<file path="src/rtl/alu_req_arbiter_if.sv">
// alu_req_arbiter_if: request, ALU-drive and response signal bundle for alu_req_arbiter
interface alu_req_arbiter_if #(parameter int N = 8);
    logic         req0_valid, req1_valid, req0_ready, req1_ready;
    logic [4:0]   req0_op, req1_op;
    logic [N-1:0] req0_a, req0_b, req1_a, req1_b;
    logic         req0_cin, req1_cin;
    logic [4:0]   alu_op;
    logic [N-1:0] alu_a, alu_b, alu_res;
    logic         alu_cin, alu_v, alu_c, alu_n, alu_z;
    logic         rsp_valid, rsp_ready, rsp_id;
    logic [N-1:0] rsp_data;
    logic [3:0]   rsp_flags;
    modport slave (
        input  req0_valid, req1_valid, req0_op, req1_op, req0_a, req0_b, req1_a, req1_b,
               req0_cin, req1_cin, alu_res, alu_v, alu_c, alu_n, alu_z, rsp_ready,
        output req0_ready, req1_ready, alu_op, alu_a, alu_b, alu_cin,
               rsp_valid, rsp_id, rsp_data, rsp_flags
    );
    modport master (
        output req0_valid, req1_valid, req0_op, req1_op, req0_a, req0_b, req1_a, req1_b,
               req0_cin, req1_cin, alu_res, alu_v, alu_c, alu_n, alu_z, rsp_ready,
        input  req0_ready, req1_ready, alu_op, alu_a, alu_b, alu_cin,
               rsp_valid, rsp_id, rsp_data, rsp_flags
    );
endinterface

</file>
<file path="src/rtl/alu_req_arbiter.sv">
// alu_req_arbiter: round-robin sequencer sharing one combinational ALU between two requesters
module alu_req_arbiter #(parameter int N = 8) (
    input logic clk,
    input logic reset,
    alu_req_arbiter_if.slave bus
);
    localparam int CW = $clog2(N);
    typedef enum logic [1:0] {IDLE, EXEC, MUL, RESP} state_t;
    state_t r_state, w_next;
    logic r_last, r_id, r_rsp_valid, r_alu_cin;
    logic [CW-1:0] r_cnt, w_cnt_nxt;
    logic [N-1:0] r_a, r_b, r_alu_a, r_alu_b, r_rsp_data;
    logic [4:0] r_alu_op, w_op;
    logic [3:0] r_rsp_flags;
    logic [N-1:0] w_a, w_b;
    logic w_gnt, w_cin, w_mul, w_acc, w_last_mul, w_ready0, w_ready1;
    assign w_gnt = bus.req0_valid & bus.req1_valid ? ~r_last : bus.req1_valid;
    assign w_op = w_gnt ? bus.req1_op : bus.req0_op;
    assign w_a = w_gnt ? bus.req1_a : bus.req0_a;
    assign w_b = w_gnt ? bus.req1_b : bus.req0_b;
    assign w_cin = w_gnt ? bus.req1_cin : bus.req0_cin;
    assign w_mul = w_op == 5'd2;
    assign w_acc = w_ready0 | w_ready1;
    assign w_cnt_nxt = r_cnt + 1'b1;
    assign w_last_mul = r_cnt == CW'(N - 1);
    always_ff @(posedge clk or posedge reset)
        if (reset)
            r_state <= IDLE;
        else
            r_state <= w_next;
    always_comb begin
        w_next = r_state;
        w_ready0 = 1'b0;
        w_ready1 = 1'b0;
        case (r_state)
            IDLE: begin
                w_ready0 = ~reset & bus.req0_valid & ~w_gnt;
                w_ready1 = ~reset & bus.req1_valid & w_gnt;
                if (w_ready0 | w_ready1)
                    w_next = w_mul ? MUL : EXEC;
            end
            EXEC: w_next = RESP;
            MUL:  w_next = w_last_mul ? RESP : MUL;
            RESP: w_next = bus.rsp_ready ? IDLE : RESP;
        endcase
    end
    // MUL reuses r_alu_a as the accumulator; r_alu_b carries the next partial product
    always_ff @(posedge clk or posedge reset)
        if (reset) begin
            r_last <= 1'b1;
            r_id <= 1'b0;
            r_a <= '0;
            r_b <= '0;
            r_cnt <= '0;
            r_alu_op <= '0;
            r_alu_a <= '0;
            r_alu_b <= '0;
            r_alu_cin <= 1'b0;
            r_rsp_valid <= 1'b0;
            r_rsp_data <= '0;
            r_rsp_flags <= '0;
        end else begin
            if (w_acc) begin
                r_last <= w_gnt;
                r_id <= w_gnt;
                r_a <= w_a;
                r_b <= w_b;
                r_cnt <= '0;
                r_alu_op <= w_mul ? 5'd0 : w_op;
                r_alu_a <= w_mul ? '0 : w_a;
                r_alu_b <= w_mul ? (w_b[0] ? w_a : '0) : w_b;
                r_alu_cin <= ~w_mul & w_cin;
            end
            if (r_state == MUL) begin
                r_cnt <= w_cnt_nxt;
                r_alu_a <= bus.alu_res;
                r_alu_b <= r_b[w_cnt_nxt] ? r_a << w_cnt_nxt : '0;
            end
            if (r_state == EXEC) begin
                r_rsp_valid <= 1'b1;
                r_rsp_data <= bus.alu_res;
                r_rsp_flags <= {bus.alu_v, bus.alu_c, bus.alu_n, bus.alu_z};
            end else if (r_state == MUL && w_last_mul) begin
                r_rsp_valid <= 1'b1;
                r_rsp_data <= bus.alu_res;
                r_rsp_flags <= {2'b00, bus.alu_res[N-1], bus.alu_res == '0};
            end else if (r_rsp_valid & bus.rsp_ready)
                r_rsp_valid <= 1'b0;
        end
    assign bus.req0_ready = w_ready0;
    assign bus.req1_ready = w_ready1;
    assign bus.alu_op = r_alu_op;
    assign bus.alu_a = r_alu_a;
    assign bus.alu_b = r_alu_b;
    assign bus.alu_cin = r_alu_cin;
    assign bus.rsp_valid = r_rsp_valid;
    assign bus.rsp_id = r_id;
    assign bus.rsp_data = r_rsp_data;
    assign bus.rsp_flags = r_rsp_flags;
endmodule

</file>
<file path="src/flat_wrapper.sv">
// flat-port wrapper written by rule: the top's interface ports become plain ports
module alu_req_arbiter_flat 
#(parameter int N = 8)
  (clk, reset, bus_req0_valid, bus_req1_valid, bus_req0_op, bus_req1_op, bus_req0_a, bus_req0_b, bus_req1_a, bus_req1_b, bus_req0_cin, bus_req1_cin, bus_alu_res, bus_alu_v, bus_alu_c, bus_alu_n, bus_alu_z, bus_rsp_ready, bus_req0_ready, bus_req1_ready, bus_alu_op, bus_alu_a, bus_alu_b, bus_alu_cin, bus_rsp_valid, bus_rsp_id, bus_rsp_data, bus_rsp_flags);
  alu_req_arbiter_if #(.N(N)) bus_i ();
  input logic clk;
  input logic reset;
  input wire logic [$bits(bus_i.req0_valid)-1:0] bus_req0_valid;
  input wire logic [$bits(bus_i.req1_valid)-1:0] bus_req1_valid;
  input wire logic [$bits(bus_i.req0_op)-1:0] bus_req0_op;
  input wire logic [$bits(bus_i.req1_op)-1:0] bus_req1_op;
  input wire logic [$bits(bus_i.req0_a)-1:0] bus_req0_a;
  input wire logic [$bits(bus_i.req0_b)-1:0] bus_req0_b;
  input wire logic [$bits(bus_i.req1_a)-1:0] bus_req1_a;
  input wire logic [$bits(bus_i.req1_b)-1:0] bus_req1_b;
  input wire logic [$bits(bus_i.req0_cin)-1:0] bus_req0_cin;
  input wire logic [$bits(bus_i.req1_cin)-1:0] bus_req1_cin;
  input wire logic [$bits(bus_i.alu_res)-1:0] bus_alu_res;
  input wire logic [$bits(bus_i.alu_v)-1:0] bus_alu_v;
  input wire logic [$bits(bus_i.alu_c)-1:0] bus_alu_c;
  input wire logic [$bits(bus_i.alu_n)-1:0] bus_alu_n;
  input wire logic [$bits(bus_i.alu_z)-1:0] bus_alu_z;
  input wire logic [$bits(bus_i.rsp_ready)-1:0] bus_rsp_ready;
  output wire logic [$bits(bus_i.req0_ready)-1:0] bus_req0_ready;
  output wire logic [$bits(bus_i.req1_ready)-1:0] bus_req1_ready;
  output wire logic [$bits(bus_i.alu_op)-1:0] bus_alu_op;
  output wire logic [$bits(bus_i.alu_a)-1:0] bus_alu_a;
  output wire logic [$bits(bus_i.alu_b)-1:0] bus_alu_b;
  output wire logic [$bits(bus_i.alu_cin)-1:0] bus_alu_cin;
  output wire logic [$bits(bus_i.rsp_valid)-1:0] bus_rsp_valid;
  output wire logic [$bits(bus_i.rsp_id)-1:0] bus_rsp_id;
  output wire logic [$bits(bus_i.rsp_data)-1:0] bus_rsp_data;
  output wire logic [$bits(bus_i.rsp_flags)-1:0] bus_rsp_flags;
  assign bus_i.req0_valid = bus_req0_valid;
  assign bus_i.req1_valid = bus_req1_valid;
  assign bus_i.req0_op = bus_req0_op;
  assign bus_i.req1_op = bus_req1_op;
  assign bus_i.req0_a = bus_req0_a;
  assign bus_i.req0_b = bus_req0_b;
  assign bus_i.req1_a = bus_req1_a;
  assign bus_i.req1_b = bus_req1_b;
  assign bus_i.req0_cin = bus_req0_cin;
  assign bus_i.req1_cin = bus_req1_cin;
  assign bus_i.alu_res = bus_alu_res;
  assign bus_i.alu_v = bus_alu_v;
  assign bus_i.alu_c = bus_alu_c;
  assign bus_i.alu_n = bus_alu_n;
  assign bus_i.alu_z = bus_alu_z;
  assign bus_i.rsp_ready = bus_rsp_ready;
  assign bus_req0_ready = bus_i.req0_ready;
  assign bus_req1_ready = bus_i.req1_ready;
  assign bus_alu_op = bus_i.alu_op;
  assign bus_alu_a = bus_i.alu_a;
  assign bus_alu_b = bus_i.alu_b;
  assign bus_alu_cin = bus_i.alu_cin;
  assign bus_rsp_valid = bus_i.rsp_valid;
  assign bus_rsp_id = bus_i.rsp_id;
  assign bus_rsp_data = bus_i.rsp_data;
  assign bus_rsp_flags = bus_i.rsp_flags;
  alu_req_arbiter #(.N(N)) u_core (.clk(clk), .reset(reset), .bus(bus_i));
endmodule
</file>
<file path="config.mk">
export PLATFORM = sky130hd
export DESIGN_NAME = alu_req_arbiter_flat
export DESIGN_NICKNAME = d
export VERILOG_FILES = /design/src/rtl/alu_req_arbiter_if.sv /design/src/rtl/alu_req_arbiter.sv /design/src/flat_wrapper.sv
export SDC_FILE = /design/constraint.sdc
export NUM_CORES = 1
export LEC_CHECK = 0
export BUFFER_PORTS_ARGS = -buffer_cell sky130_fd_sc_hd__buf_2
export CORE_ASPECT_RATIO = 0.9
export CORE_MARGIN = 2
export CORE_UTILIZATION = 52
export CTS_BUF_LIST = sky130_fd_sc_hd__clkbuf_8 sky130_fd_sc_hd__clkbuf_16
export DETAILED_ROUTE_END_ITERATION = 12
export HOLD_SLACK_MARGIN = 0.03
export PLACE_DENSITY = 0.82
export SLEW_MARGIN = 0
export SYNTH_ARGS = -nofsm -noshare
export SYNTH_HDL_FRONTEND = slang
export SYNTH_SLANG_ARGS = --single-unit
</file>
<file path="constraint.sdc">
create_clock -name clk -period 4.9 [get_ports clk]
set_input_delay 0.98 -clock clk [delete_from_list [all_inputs] [get_ports clk]]
set_output_delay 0.98 -clock clk [all_outputs]
set_load 0.02 [all_outputs]
</file>
==> impl_metrics.csv, run 1 <==
group,metric,value,unit
yosys,synthesis.nets,410,
die,ios,99,
timing,fin_worst_skew,0.007914,ns
die,die_y,79.34,µm
clocking,root_buffer,"clkbuf_8",
grt,grt-ovfl-total,0,
timing,worstMarginPinSlew,0.8972,ns
clocking,clk_pin_slew_worst_paths,0.07,ns
clocking,ctsResizeCount,0,
worst_hold_path,hp-start,"u_core.bus.rsp_id",
setup_path,cp-end-kind,"output port",
power_and_ir_drop,p_leak,1.918,nW
clocking,post_cts_buffers,0,
setup_path,cpMostUsedCell,"buf_2",
yosys,netlist_instances,347,
setup_path,reg2reg_to,"u_core.bus.alu_b[5]",
setup_path,slowest_stage,"nor3_1",
worst_hold_path,min_delay_path_depth,2,
worst_hold_path,hold_path.class,"reg -> reg",
timing,hold_violations,0,
grt,antenna_found_initial,0,
routing,routed_wirelength,8.789,mm
layout,syn_to_final_growth,22.21,%
die,core,6115,µm²
worst_hold_path,whs_endpoint,"u_core.bus.rsp_id",
layout,nNetsFinal,498,
yosys,netlist_area,3279,µm²
clocking,cts-buffers-inserted,9,
run_status,status,"finished, final reports clean",
timing,fmax,297.2,MHz
job,maxCapViolCount,0,
routing,viasPerCell,5.973,
yosys,synth_seq_cells,58,
routing,drtIter0Drc,235,
clocking,clkSinkCount,58,
clocking,holdBufCountCts,0,
clocking,clk-insertion-delay-late,0.35,ns
setup_path,cp.arrival,2.38,ns
layout,multi_input_area,1704,µm²
place,portBuffers,98,
timing,rsz0062_at_grt,"false",
yosys,netlist-cell-type-count,47,
yosys,synth-seq-area-share,44.30,%
timing,hold_slack,0.4935,ns
setup_path,critical_path_buf_inv_count,4,
yosys,synthFlopType,"dfrtp_1",
grt,grt_max_degree,49,
timing,maxSlewHeadroom,38.47,%
layout,antenna_cells,0,
die,die_w,87.71,µm
layout,regArea,1453,µm²
timing,tns,0,ns
setup_path,reg2reg_depth,6,
timing,drv_slew,0,
clocking,cts_tree,"yes",
timing,layout_worst_path_cycle_share,68.66,%
layout,fillers,501,
setup_path,start_kind,"input pin",
timing,period_minus_slack,3.365,ns
yosys,synth_edf_count,0,
setup_path,cp_cell_sequence,"buf_2 > nor3_1 > nor2b_2 > buf_4 > nand2_1 > inv_1 > buf_2",
power_and_ir_drop,ir_worst_vdd,338.5,µV
routing,drc,0,
setup_path,reg2reg_from,"u_core.r_cnt[0]",
power_and_ir_drop,pwr_density_cell,655.3,nW/µm²
yosys,ys_warn_count,0,
setup_path,required,3.92,ns
clocking,clk_path_buf_depth,2,
setup_path,critPathKind,"in -> out",
die,start_util,53.63,%
yosys,synthArstFlopShare,100.0,%
routing,vias,3148,
timing,setup-violations-final,0,
die,dieArea,6959,µm²
die,rows,27,
grt,grtUsageTotal,26.54,%
setup_path,r2r_setup_slack,1.94,ns
grt,grt_pass1_wl,14.03,mm
routing,antenna_left,0,
grt,grt_pass1_vias,2892,
clocking,htreeDepth,3,
routing,first_pass_iters,5,
place,globalplace.congestion,0.9081,
layout,drive_gt1_share,32.73,%
place,dpl.hpwl,6.358,mm
setup_path,critPathMaxStageDelay,0.34,ns
setup_path,worst-path-max-fanout,31,
setup_path,critical_path.top_delay_family,"simple AND/OR/NAND/NOR gates",
routing,wl_per_cell,16.68,µm
yosys,syn_area_per_cell,9.451,µm²
-- cell usage in the layout, fill, tap and decap left out, types with 3 or more instances in the layout --
master / netlist / final
clkbuf_8: 0 / 9
dfrtp_1: 57 / 57
clkinvlp_4: 0 / 3
nor4_1: 3 / 3
mux2_2: 10 / 10
a21o_1: 11 / 11
o21ai_0: 8 / 8
nor2_1: 49 / 49
nand3_1: 12 / 12
mux2i_1: 16 / 16
a21oi_1: 8 / 8
buf_4: 1 / 5
mux4_2: 6 / 6
nand2_1: 56 / 56
a311oi_1: 5 / 5
nand2b_1: 4 / 4
nor3_1: 4 / 4
a221oi_1: 9 / 9
buf_2: 9 / 98
a21boi_0: 5 / 5
a31oi_1: 16 / 16
nor2b_1: 5 / 4
a211oi_1: 3 / 3
-- flip-flops by register name (all words and copies together) (netlist names) --
| register | flops |
|---|---|
| u_core.r_state | 2 |
| u_core.bus.alu_b | 8 |
| u_core.bus.rsp_data | 8 |
| u_core.bus.rsp_valid | 1 |
| u_core.bus.rsp_id | 1 |
| u_core.r_a | 8 |
| u_core.bus.rsp_flags | 4 |
| u_core.bus.alu_op | 5 |
| u_core.bus.alu_a | 8 |
| u_core.r_b | 8 |
| u_core.r_cnt | 3 |
| u_core.bus.alu_cin | 1 |
| u_core.r_last | 1 |
-- synth_stat cells, types with 2 or more instances --
| master | instances | area [µm²] |
|---|---|---|
| nor4_2 | 2 | 25.02 |
| clkbuf_1 | 13 | 48.80 |
| and2_1 | 2 | 12.51 |
| inv_1 | 3 | 11.26 |
| nor2b_1 | 5 | 31.28 |
| nor2_1 | 49 | 183.9 |
| o22ai_1 | 2 | 12.51 |
| a21boi_0 | 5 | 37.54 |
| o21ai_0 | 8 | 40.04 |
| a211oi_1 | 3 | 22.52 |
| o31ai_1 | 2 | 15.01 |
| mux2_2 | 10 | 112.6 |
| nor4_1 | 3 | 18.77 |
| mux2i_1 | 16 | 160.2 |
| a21oi_1 | 8 | 40.04 |
| ha_1 | 2 | 25.02 |
| a221o_1 | 2 | 20.02 |
| nand2b_1 | 4 | 25.02 |
| nor3b_1 | 2 | 15.01 |
| nand3_1 | 12 | 60.06 |
| mux4_2 | 6 | 135.1 |
| a22o_1 | 2 | 17.52 |
| a31oi_1 | 16 | 100.1 |
| buf_2 | 9 | 45.04 |
| nand2_1 | 56 | 210.2 |
| a211o_1 | 2 | 17.52 |
| a311oi_1 | 5 | 43.79 |
| a221oi_1 | 9 | 78.83 |
| a21o_1 | 11 | 82.58 |
| a32oi_1 | 2 | 17.52 |
| nor3_1 | 4 | 20.02 |
| dfrtp_1 | 57 | 1426 |
-- power breakdown --
group / switching, mW / total [mW] / leakage (nW) / internal [mW]
Clock: 0.215 / 0.453 / 0.0921 / 0.238
Sequential: 0.207 / 0.918 / 0.692 / 0.711
Combinational: 0.689 / 1.25 / 1.13 / 0.566
Total: 1.11 / 2.63 / 1.92 / 1.51
-- layer usage --
| metal | wire (µm) | global-route usage, % |
|---|---|---|
| met5 | 0 | 0 |
| met4 | 176 | 11.23 |
| met3 | 706 | 5.821 |
| met2 | 4138 | 38.26 |
| met1 | 3768 | 38.56 |
-- through the flow --
step | utilization [%] | power, mW | setup WS, ns | instance area [µm²] | std cells
4_1_cts | 65.54 | 2.622 | 1.550 | 4008 | 527
3_5_place_dp | 62.23 | 2.171 | 1.567 | 3805 | 511
5_1_grt | 65.54 | 2.810 | 1.347 | 4008 | 527
2_1_floorplan | - | 1.842 | 2.071 | 3279 | 347
6_report | 65.54 | 2.626 | 1.536 | 4008 | 527
3_3_place_gp | 62.23 | 2.127 | 1.607 | 3805 | 511
-- cells by family after synthesis --
| group | after synthesis | synth area share, % |
|---|---|---|
| AO/OA/AOI/OAI | 85 | 19.12 |
| AND/OR/NAND/NOR | 140 | 18.54 |
| adder cells (fa/ha/maj) | 2 | 0.7629 |
| flip-flops | 58 | 44.30 |
| multiplexers | 33 | 13.24 |
| buffers and inverters | 29 | 4.044 |
-- worst max path at each step --
stage / from / to / slack (ns) / depth (start not counted)
CTS: reset / bus_req1_ready / 1.55 / 7
detailed placement: reset / bus_req1_ready / 1.57 / 7
global route: reset / bus_req1_ready / 1.35 / 7
global placement: reset / bus_req1_ready / 1.61 / 7
floorplan: reset / bus_req0_ready / 2.07 / 3
finish: reset / bus_req1_ready / 1.54 / 7
-- worst min-delay path, stage by stage (launching register included) --
cell     delay [ns]
dfrtp_1        0.36
nand2_1        0.05
nand2_1        0.05
-- layout make-up --
class,count,share of cell area (%)
multi-input combinational,260,42.52
clock inverter,7,1.967
tap,87,2.716
clock buffer,9,3.091
inverter,3,0.2810
sequential,58,36.25
timing repair buffer,103,13.18
No activity file was read; power rests on OpenSTA's default activity.
==> run 2: changes to the inputs <==
- ABC_AREA: default -> 1
- clock period: 4.9 -> 3.2 ns (I/O delays scaled with it)
==> run 2 against run 1 <==
Sequential power is 43% higher. Final cell count is 16% higher. Area after synthesis is 0.46% lower. Clock power is 76% higher. Core utilization is 0.24 points higher. Via count is 5.1% higher. Setup slack worse by 0.89 ns. Count of clock-buffer cells in the layout is 3 higher. Critical path type unchanged. Largest cell class unchanged.
==> impl_metrics.csv, run 2 <==
group,metric,value,unit
setup_path,worst-path-max-fanout,25,
yosys,synthFlopType,"dfrtp_1",
timing,drv_slew,0,
power_and_ir_drop,p_total,4.348,mW
routing,first_pass_iters,5,
die,die_y,79.17,µm
clocking,post_cts_buffers,0,
yosys,yosysTopAreaCell,"dfrtp_1",
layout,nNetsFinal,597,
yosys,synth_edf_count,0,
yosys,synth_top_family_by_area,"simple AND/OR/NAND/NOR gates",
timing,tns,0,ns
layout,fin_util,65.78,%
layout,antenna_cells,0,
routing,drc,0,
yosys,synth-compound-area-share,13.42,%
routing,drtIter0Drc,227,
grt,grtUsageTotal,26.33,%
place,globalplace.congestion,0.9032,
yosys,syn_area_per_cell,7.487,µm²
routing,routed_wirelength,8.714,mm
routing,vias,3307,
routing,antenna_left,0,
clocking,clk_path_buf_depth,2,
die,dieArea,6928,µm²
clocking,clk_pin_slew_worst_paths,0.07,ns
power_and_ir_drop,ir_worst_vdd,375.3,µV
power_and_ir_drop,p_leak,2.168,nW
grt,antenna_found_initial,0,
yosys,yosys.area_share.simple,34.27,%
yosys,yosys-top-cells-count,"nand2_1, dfrtp_1, nand3_1, nor2_1, inv_1",
yosys,synth_xor_area_share,0,%
clocking,clk-insertion-delay-late,0.34,ns
grt,grt_pass1_wl,14.18,mm
run_status,status,"finished, final reports clean",
setup_path,required,2.56,ns
layout,mostFrequentLayoutCells,"nand2_1, buf_2, dfrtp_1",
setup_path,cp.arrival,1.91,ns
clocking,ctsResizeCount,0,
yosys,netlist_area,3264,µm²
yosys,synth_top_area_share,43.69,%
yosys,netlist_instances,436,
timing,hold_slack,0.2005,ns
die,rows,27,
clocking,root_buffer,"clkbuf_8",
clocking,cts_tree,"yes",
place,portBuffers,98,
place,dp_slack,0.6204,ns
layout,final_common_cell,"nand2_1",
timing,period_minus_slack,2.550,ns
die,ios,99,
timing,setup_ws,0.6497,ns
setup_path,critPathKind,"in -> out",
worst_hold_path,hold_path.class,"in -> async",
place,placed_area,3767,µm²
layout,stdcell_area,4000,µm²
yosys,synthArstFlopShare,100.0,%
layout,drive_gt1_share,26.35,%
grt,grt-ovfl-total,0,
yosys,synthMuxAreaShare,0.3066,%
yosys,synth-seq-area-share,44.50,%
timing,maxSlewHeadroom,44.56,%
clocking,htreeDepth,3,
job,maxCapViolCount,0,
yosys,synthTopCellsByArea,"dfrtp_1, nand2_1, nand3_1, nor2_1, o21ai_0",
place,dpl.hpwl,6.535,mm
routing,viasPerCell,5.412,
die,core,6081,µm²
clocking,clkSinkCount,58,
grt,grt_pass1_vias,3067,
place,placedCellCount,595,
clocking,cts-buffers-inserted,9,
timing,fin_worst_skew,0.008629,ns
grt,grt_max_degree,53,
timing,fmax,392.1,MHz
setup_path,cp-end-kind,"output port",
timing,setup-violations-final,0,
setup_path,r2r_setup_slack,0.97,ns
layout,syn_to_final_growth,22.54,%
yosys,ys_warn_count,0,
timing,rsz0062_at_grt,"false",
routing,wl_per_cell,14.26,µm
yosys,synth_seq_cells,58,
yosys,synthesis.nets,499,
die,die_w,87.52,µm
yosys,netlist-cell-type-count,39,
timing,layout_worst_path_cycle_share,79.70,%
die,start_util,53.68,%
timing,worstMarginPinSlew,0.8106,ns
layout,finalNonFillerCells,611,
setup_path,start_kind,"input pin",
clocking,holdBufCountCts,0,
yosys,post-synth-top-count-cell,"nand2_1",
yosys,synth-adder-area-share,0.7666,%
timing,hold_violations,0,
power_and_ir_drop,pwr_density_cell,1087,nW/µm²
-- run 2: changes by cell type after synthesis, moves of 6 or more --
cell | previous run | this run
nand3_1 | 12 | 40
a221oi_1 | 9 | 0
mux2i_1 | 16 | 1
clkbuf_1 | 13 | 2
a21o_1 | 11 | 0
mux4_2 | 6 | 0
o21ai_0 | 8 | 23
mux2_2 | 10 | 0
nand2_1 | 56 | 167
a31oi_1 | 16 | 5
o21bai_1 | 0 | 7
inv_1 | 3 | 26
nor2_1 | 49 | 38
-- run 2: worst max-delay path, stage by stage --
cell	delay, ns
buf_2	0.11
nand2_2	0.11
nand2_4	0.18
inv_2	0.33
nand3_1	0.21
inv_1	0.14
buf_2	0.17
-- run 2: routing by layer --
metal	track usage, %	vias to the layer above	share of wire, %
met5	0	-	0
met4	9.231	0	2.1
met3	5.821	21	7.1
met2	42.27	146	47
met1	35.06	1530	44
li1	-	1610	-
-- run 2: cell families (layout without fill, tap and decap cells) --
group | count (synthesis) | after routing
DFF | 58 | 58
buffers and inverters | 45 | 148
adders and majority gates | 2 | 2
and+or+nand+nor | 264 | 264
AOI/OAI and AO/OA | 66 | 66
muxes | 1 | 1
-- run 2: power breakdown --
group,internal [mW],total [mW],switching [mW]
Combinational,0.758,2.24,1.48
Sequential,1.10,1.31,0.209
Clock,0.497,0.797,0.299
-- run 2: final timing paths --
path,startpoint,endpoint,cells past startpoint
worst max-delay path,bus_req0_valid,bus_req1_ready,7
max in group asynchronous,reset,u_core.r_b[4],3
worst max register to register,u_core.r_last,u_core.bus.alu_b[4],9
worst min-delay path,reset,u_core.bus.alu_op[3],2
worst min register to register,u_core.bus.rsp_data[2],u_core.bus.rsp_data[2],2
min in group clk,u_core.bus.rsp_data[2],u_core.bus.rsp_data[2],2
-- run 2: layout make-up --
| type | count | area, µm² |
|---|---|---|
| fillers | 522 | 2081 |
| multi-input cells | 333 | 1592 |
| flip-flops and latches | 58 | 1453 |
| repair buffers | 102 | 520.5 |
| clock buffers | 12 | 165.2 |
| inverters | 30 | 112.6 |
| well taps | 72 | 90.09 |
| clock inverters | 4 | 67.56 |
